===== src/rtl/mips_pkg.sv =====
// Shared MIPS definitions: opcode constants, fetch FSM states, reset vector and
// the immediate/target helpers used by the next-PC logic.
package mips_pkg;

    localparam logic [5:0] OP_RTYPE = 6'b000000;
    localparam logic [5:0] OP_ADDI  = 6'b001000;
    localparam logic [5:0] OP_LW    = 6'b100011;
    localparam logic [5:0] OP_SW    = 6'b101011;
    localparam logic [5:0] OP_BEQ   = 6'b000100;
    localparam logic [5:0] OP_J     = 6'b000010;

    localparam logic [31:0] RESET_PC_DEFAULT = 32'h0000_0000;
    localparam logic [31:0] PC_STEP          = 32'd4;

    typedef enum logic [1:0] {
        ST_REQ   = 2'd0,
        ST_WAIT  = 2'd1,
        ST_VALID = 2'd2
    } fetch_state_e;

    // Word offset of a branch: sign-extended 16-bit immediate scaled by 4.
    function automatic logic [31:0] branch_offset(input logic [15:0] imm);
        return {{14{imm[15]}}, imm, 2'b00};
    endfunction

    function automatic logic [31:0] jump_target(input logic [3:0]  region,
                                                input logic [25:0] index);
        return {region, index, 2'b00};
    endfunction

endpackage


===== src/rtl/next_pc.sv =====
// Combinational next-PC selection for the instruction being retired:
// jump beats taken branch, which beats sequential pc+4.
module next_pc
    import mips_pkg::*;
(
    input  logic [31:0] pc_i,
    input  logic [31:0] instr_i,
    input  logic        branch_i,
    input  logic        jump_i,
    input  logic        zero_i,
    output logic [31:0] next_pc_o
);

    logic [31:0] pc4;
    logic [31:0] br_target;
    logic [31:0] j_target;
    logic        unused_opcode;

    assign pc4       = pc_i + PC_STEP;
    assign br_target = pc4 + branch_offset(instr_i[15:0]);
    assign j_target  = jump_target(pc4[31:28], instr_i[25:0]);

    // The opcode field is decoded upstream; only branch/jump flags matter here.
    assign unused_opcode = ^instr_i[31:26];

    always_comb begin
        next_pc_o = pc4;
        if (jump_i) begin
            next_pc_o = j_target;
        end else if (branch_i && zero_i) begin
            next_pc_o = br_target;
        end
    end

endmodule


===== src/rtl/instr_fetch.sv =====
// Instruction-fetch stage: PC register, variable-latency fetch FSM, instruction
// register with valid/ready handoff to the decoder, retire counter.
//
// state    | meaning
// ---------|-----------------------------------------------------------
// ST_REQ   | issue a one-cycle fetch request for pc (visible next cycle)
// ST_WAIT  | waiting for imem_rvalid; capture instruction on arrival
// ST_VALID | instruction presented to decoder; retire on instr_ready
module instr_fetch
    import mips_pkg::*;
#(
    parameter logic [31:0] RESET_PC = RESET_PC_DEFAULT
)
(
    input  logic        clk,
    input  logic        rst_n,
    output logic        imem_req,
    output logic [31:0] imem_addr,
    input  logic        imem_rvalid,
    input  logic [31:0] imem_rdata,
    output logic [31:0] instr,
    output logic [5:0]  opcode,
    output logic [31:0] instr_pc,
    output logic        instr_valid,
    input  logic        instr_ready,
    input  logic        branch,
    input  logic        jump,
    input  logic        zero,
    output logic [31:0] retired,
    output logic        proto_err
);

    fetch_state_e state_q, state_d;
    logic [31:0]  pc_q, pc_d;
    logic [31:0]  instr_q, instr_d;
    logic [31:0]  instr_pc_q, instr_pc_d;
    logic [31:0]  retired_q, retired_d;
    logic         instr_valid_q, instr_valid_d;
    logic         imem_req_q, imem_req_d;
    logic         proto_err_q, proto_err_d;
    logic [31:0]  next_pc_w;

    next_pc u_next_pc (
        .pc_i      (pc_q),
        .instr_i   (instr_q),
        .branch_i  (branch),
        .jump_i    (jump),
        .zero_i    (zero),
        .next_pc_o (next_pc_w)
    );

    always_ff @(posedge clk or negedge rst_n) begin
        if (!rst_n) begin
            state_q       <= ST_REQ;
            pc_q          <= RESET_PC;
            instr_q       <= '0;
            instr_pc_q    <= '0;
            retired_q     <= '0;
            instr_valid_q <= 1'b0;
            imem_req_q    <= 1'b0;
            proto_err_q   <= 1'b0;
        end else begin
            state_q       <= state_d;
            pc_q          <= pc_d;
            instr_q       <= instr_d;
            instr_pc_q    <= instr_pc_d;
            retired_q     <= retired_d;
            instr_valid_q <= instr_valid_d;
            imem_req_q    <= imem_req_d;
            proto_err_q   <= proto_err_d;
        end
    end

    always_comb begin
        state_d     = state_q;
        pc_d        = pc_q;
        instr_d     = instr_q;
        instr_pc_d  = instr_pc_q;
        retired_d   = retired_q;
        imem_req_d  = 1'b0;
        // Any response outside WAIT is a memory protocol violation; data is dropped.
        proto_err_d = proto_err_q | (imem_rvalid && (state_q != ST_WAIT));

        case (state_q)
            ST_REQ: begin
                imem_req_d = 1'b1;
                state_d    = ST_WAIT;
            end
            ST_WAIT: begin
                if (imem_rvalid) begin
                    instr_d    = imem_rdata;
                    instr_pc_d = pc_q;
                    state_d    = ST_VALID;
                end
            end
            ST_VALID: begin
                if (instr_ready) begin
                    pc_d      = next_pc_w;
                    retired_d = retired_q + 32'd1;
                    state_d   = ST_REQ;
                end
            end
            default: begin
                state_d = ST_REQ;
            end
        endcase

        instr_valid_d = (state_d == ST_VALID);
    end

    assign imem_req    = imem_req_q;
    assign imem_addr   = pc_q;
    assign instr       = instr_q;
    assign opcode      = instr_q[31:26];
    assign instr_pc    = instr_pc_q;
    assign instr_valid = instr_valid_q;
    assign retired     = retired_q;
    assign proto_err   = proto_err_q;

endmodule


===== config.mk =====
export PLATFORM = sky130hd
export DESIGN_NAME = instr_fetch
export DESIGN_NICKNAME = d
export VERILOG_FILES = /design/src/rtl/mips_pkg.sv /design/src/rtl/next_pc.sv /design/src/rtl/instr_fetch.sv
export SDC_FILE = /design/constraint.sdc
export NUM_CORES = 1
export LEC_CHECK = 0
export CORE_MARGIN = 3
export CORE_UTILIZATION = 55
export DETAILED_ROUTE_END_ITERATION = 16
export PLACE_DENSITY = 0.86
export SETUP_SLACK_MARGIN = 0.02
export SLEW_MARGIN = 10
export SYNTH_ARGS = -nofsm -noshare
export SYNTH_HDL_FRONTEND = slang
export SYNTH_SLANG_ARGS = --single-unit
export TNS_END_PERCENT = 20

===== constraint.sdc =====
create_clock -name clk -period 11.25 [get_ports clk]
set_input_delay 1.125 -clock clk [delete_from_list [all_inputs] [get_ports clk]]
set_output_delay 1.125 -clock clk [all_outputs]
set_load 0.02 [all_outputs]

==> summary.txt <==
Outcome
  • Status: completed

Route
  • Routed WL: 22.0 mm
  • Met2 wire length: 10.5 mm
  • Drt wl/cell: 18.9 um
  • Met3 wire len: 1.64 mm
  • DRT iter0 DRCs: 608
  • Drt via density: 5.99
  • Top routing layer in use: met4
  • Drt pass-1 iters: 7
  • Via count: 6962
  • WL met1: 9.35 mm
  • DR DRC count: 0
  • Final ANT Viol Nets: 0

CTS
  • Clock tree buffer depth: 2
  • CTS root buf: clkbuf_16
  • Resize count post-CTS: 0
  • H-tree Lvls: 4
  • CTS Buf Count: 17
  • CTS tree: yes
  • Clk sink count: 129
  • Postcts setup bufs: 0
  • Worst skew pair latency: 0.43 ns
  • Reg clk slew, reported paths: 0.06 ns
  • Hold Buf Count CTS: 0

Logic synthesis
  • Largest family of logic cells by synthesized area: simple AND/OR/NAND/NOR gates
  • XOR/XNOR Fraction of Synth Area: 0.0865
  • Synth cell types: 76
  • Sequential fraction of the synthesis area: 0.410
  • EDFF count, synth: 0
  • Mux cell area share after synthesis: 0.0932
  • Post-synthesis compound-gate area fraction: 0.143
  • Synth Area in Simple Gates: 0.170
  • Syn Area/Cell: 9.74 um2
  • Synthesized flop and latch total: 129
  • Synthesized netlist cell count: 808
  • Mapped Area: 0.00787 mm2
  • Synth warn: 0
  • Post-synthesis adder-cell area fraction: 0.0630
  • Top_reg_cell synth: dfrtp_1
  • Fraction of registers with async set/reset: 1.00

Critical path
  • Critical Path AT: 4.63 ns
  • Crit path capture type: flip-flop
  • Max Fanout on Critical Path: 8
  • Startpoint class of the critical path: flip-flop
  • Critical Path RT: 11.60 ns
  • Kind of critical path: reg -> reg

Global routing
  • Largest net degree at the start of global routing: 79
  • Global-route wire length before repair: 35.5 mm
  • Total grt overflow: 0
  • GRT Resource Usage Total: 0.281
  • Vias in the first global route: 6780
  • Initial antenna violation count: 0

STA
  • Clock Skews: 0.00979 ns
  • Final Cycle Share: 0.380
  • Worst-Margin Slew: 0.953 ns
  • Final hold vios: 0
  • Final setup TNS: 0 ns
  • FMAX: 0.234 GHz
  • Relative slew slack: 0.365
  • Fin crit period: 4.28 ns
  • RSZ-0062 raised after global routing: false
  • Fin. max-slew vios: 0
  • Setup Viol. Count Final: 0

Die
  • Die height: 126 um
  • Die area: 0.0158 mm2
  • Initial Util: 0.565
  • Row cnt: 43
  • Top Ports: 176
  • Core ar.: 0.0139 mm2
  • Die X: 126 um

Finish
  • Most common cell after layout, fill and taps aside: clkdlybuf4s50_1
  • Area grow syn2layout: 31.0%
  • Register area: 0.00323 mm2
  • # diodes: 0
  • Share of cells above drive strength 1: 0.122
  • FILL cells: 993
  • Most frequent cells in the layout: 170 x clkdlybuf4s50_1, 129 x dfrtp_1, 92 x nand2_1
  • Final nets: 1047
  • Multi-input gate area: 0.00439 mm2

Pwr
  • Total power: 0.00333 W
  • Leak: 4.46 nW
  • Maximum vdd drop: 196 uV
  • Power Density: 323 mW/mm2

Place
  • Post-DP HPWL: 15.6 mm
  • I/O Buffers: 171
  • RePlAce Congestion: 0.970

Min path
  • Hold Crit Class: reg -> reg

Run
  • Max-cap viol count: 0
sequential cells by signal, summed over array words and instances, names as in the netlist:
name and cells:
imem_addr 30, imem_req 1, instr 32, instr_pc 30, instr_valid 1, proto_err 1, retired 32, state_q 2
final timing paths:
check / start / endpoint / slack, ns / cells past startpoint
worst min-delay path: retired[31]$_DFFE_PN0P_ / retired[31]$_DFFE_PN0P_ / 0.47 / 1
worst max register to register: imem_addr[4]$_DFFE_PN0P_ / imem_addr[25]$_DFFE_PN0P_ / 6.97 / 14
max in group asynchronous: rst_n / imem_addr[9]$_DFFE_PN0P_ / 9.27 / 2
worst max-delay path: imem_addr[4]$_DFFE_PN0P_ / imem_addr[25]$_DFFE_PN0P_ / 6.97 / 14
min in group asynchronous: rst_n / instr[29]$_DFFE_PN0P_ / 0.63 / 1
worst min register to register: retired[31]$_DFFE_PN0P_ / retired[31]$_DFFE_PN0P_ / 0.47 / 1
cell families (layout without fill, tap and decap cells):
family,Yosys count,after routing
flip-flops,129,129
XOR/XNOR,76,76
adder cells (fa/ha/maj),39,39
other,1,4
AND/OR/NAND/NOR,268,268
AO/OA/AOI/OAI,175,175
multiplexers,66,66
buffers and inverters,54,225
where the power goes:
group	switching, W	internal [W]	leakage [nW]
logic	0.00103	0.000872	2.55
registers	0.000214	0.000628	1.60
clock network	0.000218	0.000374	0.313
cell usage after synthesis (15+ instances only):
cell type	number	area share
clkbuf_1	17	0.0081
o21ai_0	52	0.033
xor2_1	21	0.023
dfrtp_1	129	0.41
nand3_1	33	0.021
a21oi_1	35	0.022
mux2_2	58	0.083
a21o_1	18	0.017
nand2_1	92	0.044
xnor2_1	53	0.059
nor2_1	48	0.023
nor3_1	15	0.0095
ha_1	38	0.060
area by class of cell:
class                   instances  area share
clock buffers                  17      0.0413
clock inverters                15      0.0202
inverters                      13     0.00473
multi-input cells             628       0.426
flip-flops and latches        129       0.313
well taps                     180      0.0219
repair buffers                180       0.173
critical path: stages, from the launching register on:
cell       delay (ns)
dfrtp_1          0.48
and4_1           0.31
and4_1           0.39
nand2_1          0.16
nor2_1           0.14
xor2_1           0.27
ha_1             0.34
a2111oi_0        0.46
o21ai_0          0.16
o21ai_0          0.26
a31oi_2          0.23
or4b_1           0.52
a21oi_1          0.24
a2111oi_1        0.11
o21ai_1          0.13
per-stage QoR:
step / std cells / utilization / worst slack (ns) / area [um2] / hold slack (ns)
after floorplan: 811 / - / 7.51 / 7880 / 0.476
after global placement: 1130 / 0.694 / 7.38 / 9670 / 0.462
after detailed placement: 1130 / 0.694 / 7.24 / 9670 / 0.466
after CTS: 1162 / 0.740 / 7.11 / 10300 / 0.483
after global routing: 1162 / 0.740 / 6.71 / 10300 / 0.508
final: 1162 / 0.740 / 6.97 / 10300 / 0.471
routing by layer:
layer / track usage / vias to the layer above
li1: - / 3208
met1: 0.380 / 3381
met2: 0.450 / 330
met3: 0.0607 / 43
met4: 0.0944 / 0
met5: 0 / -
(Power assumes the default switching activity.)
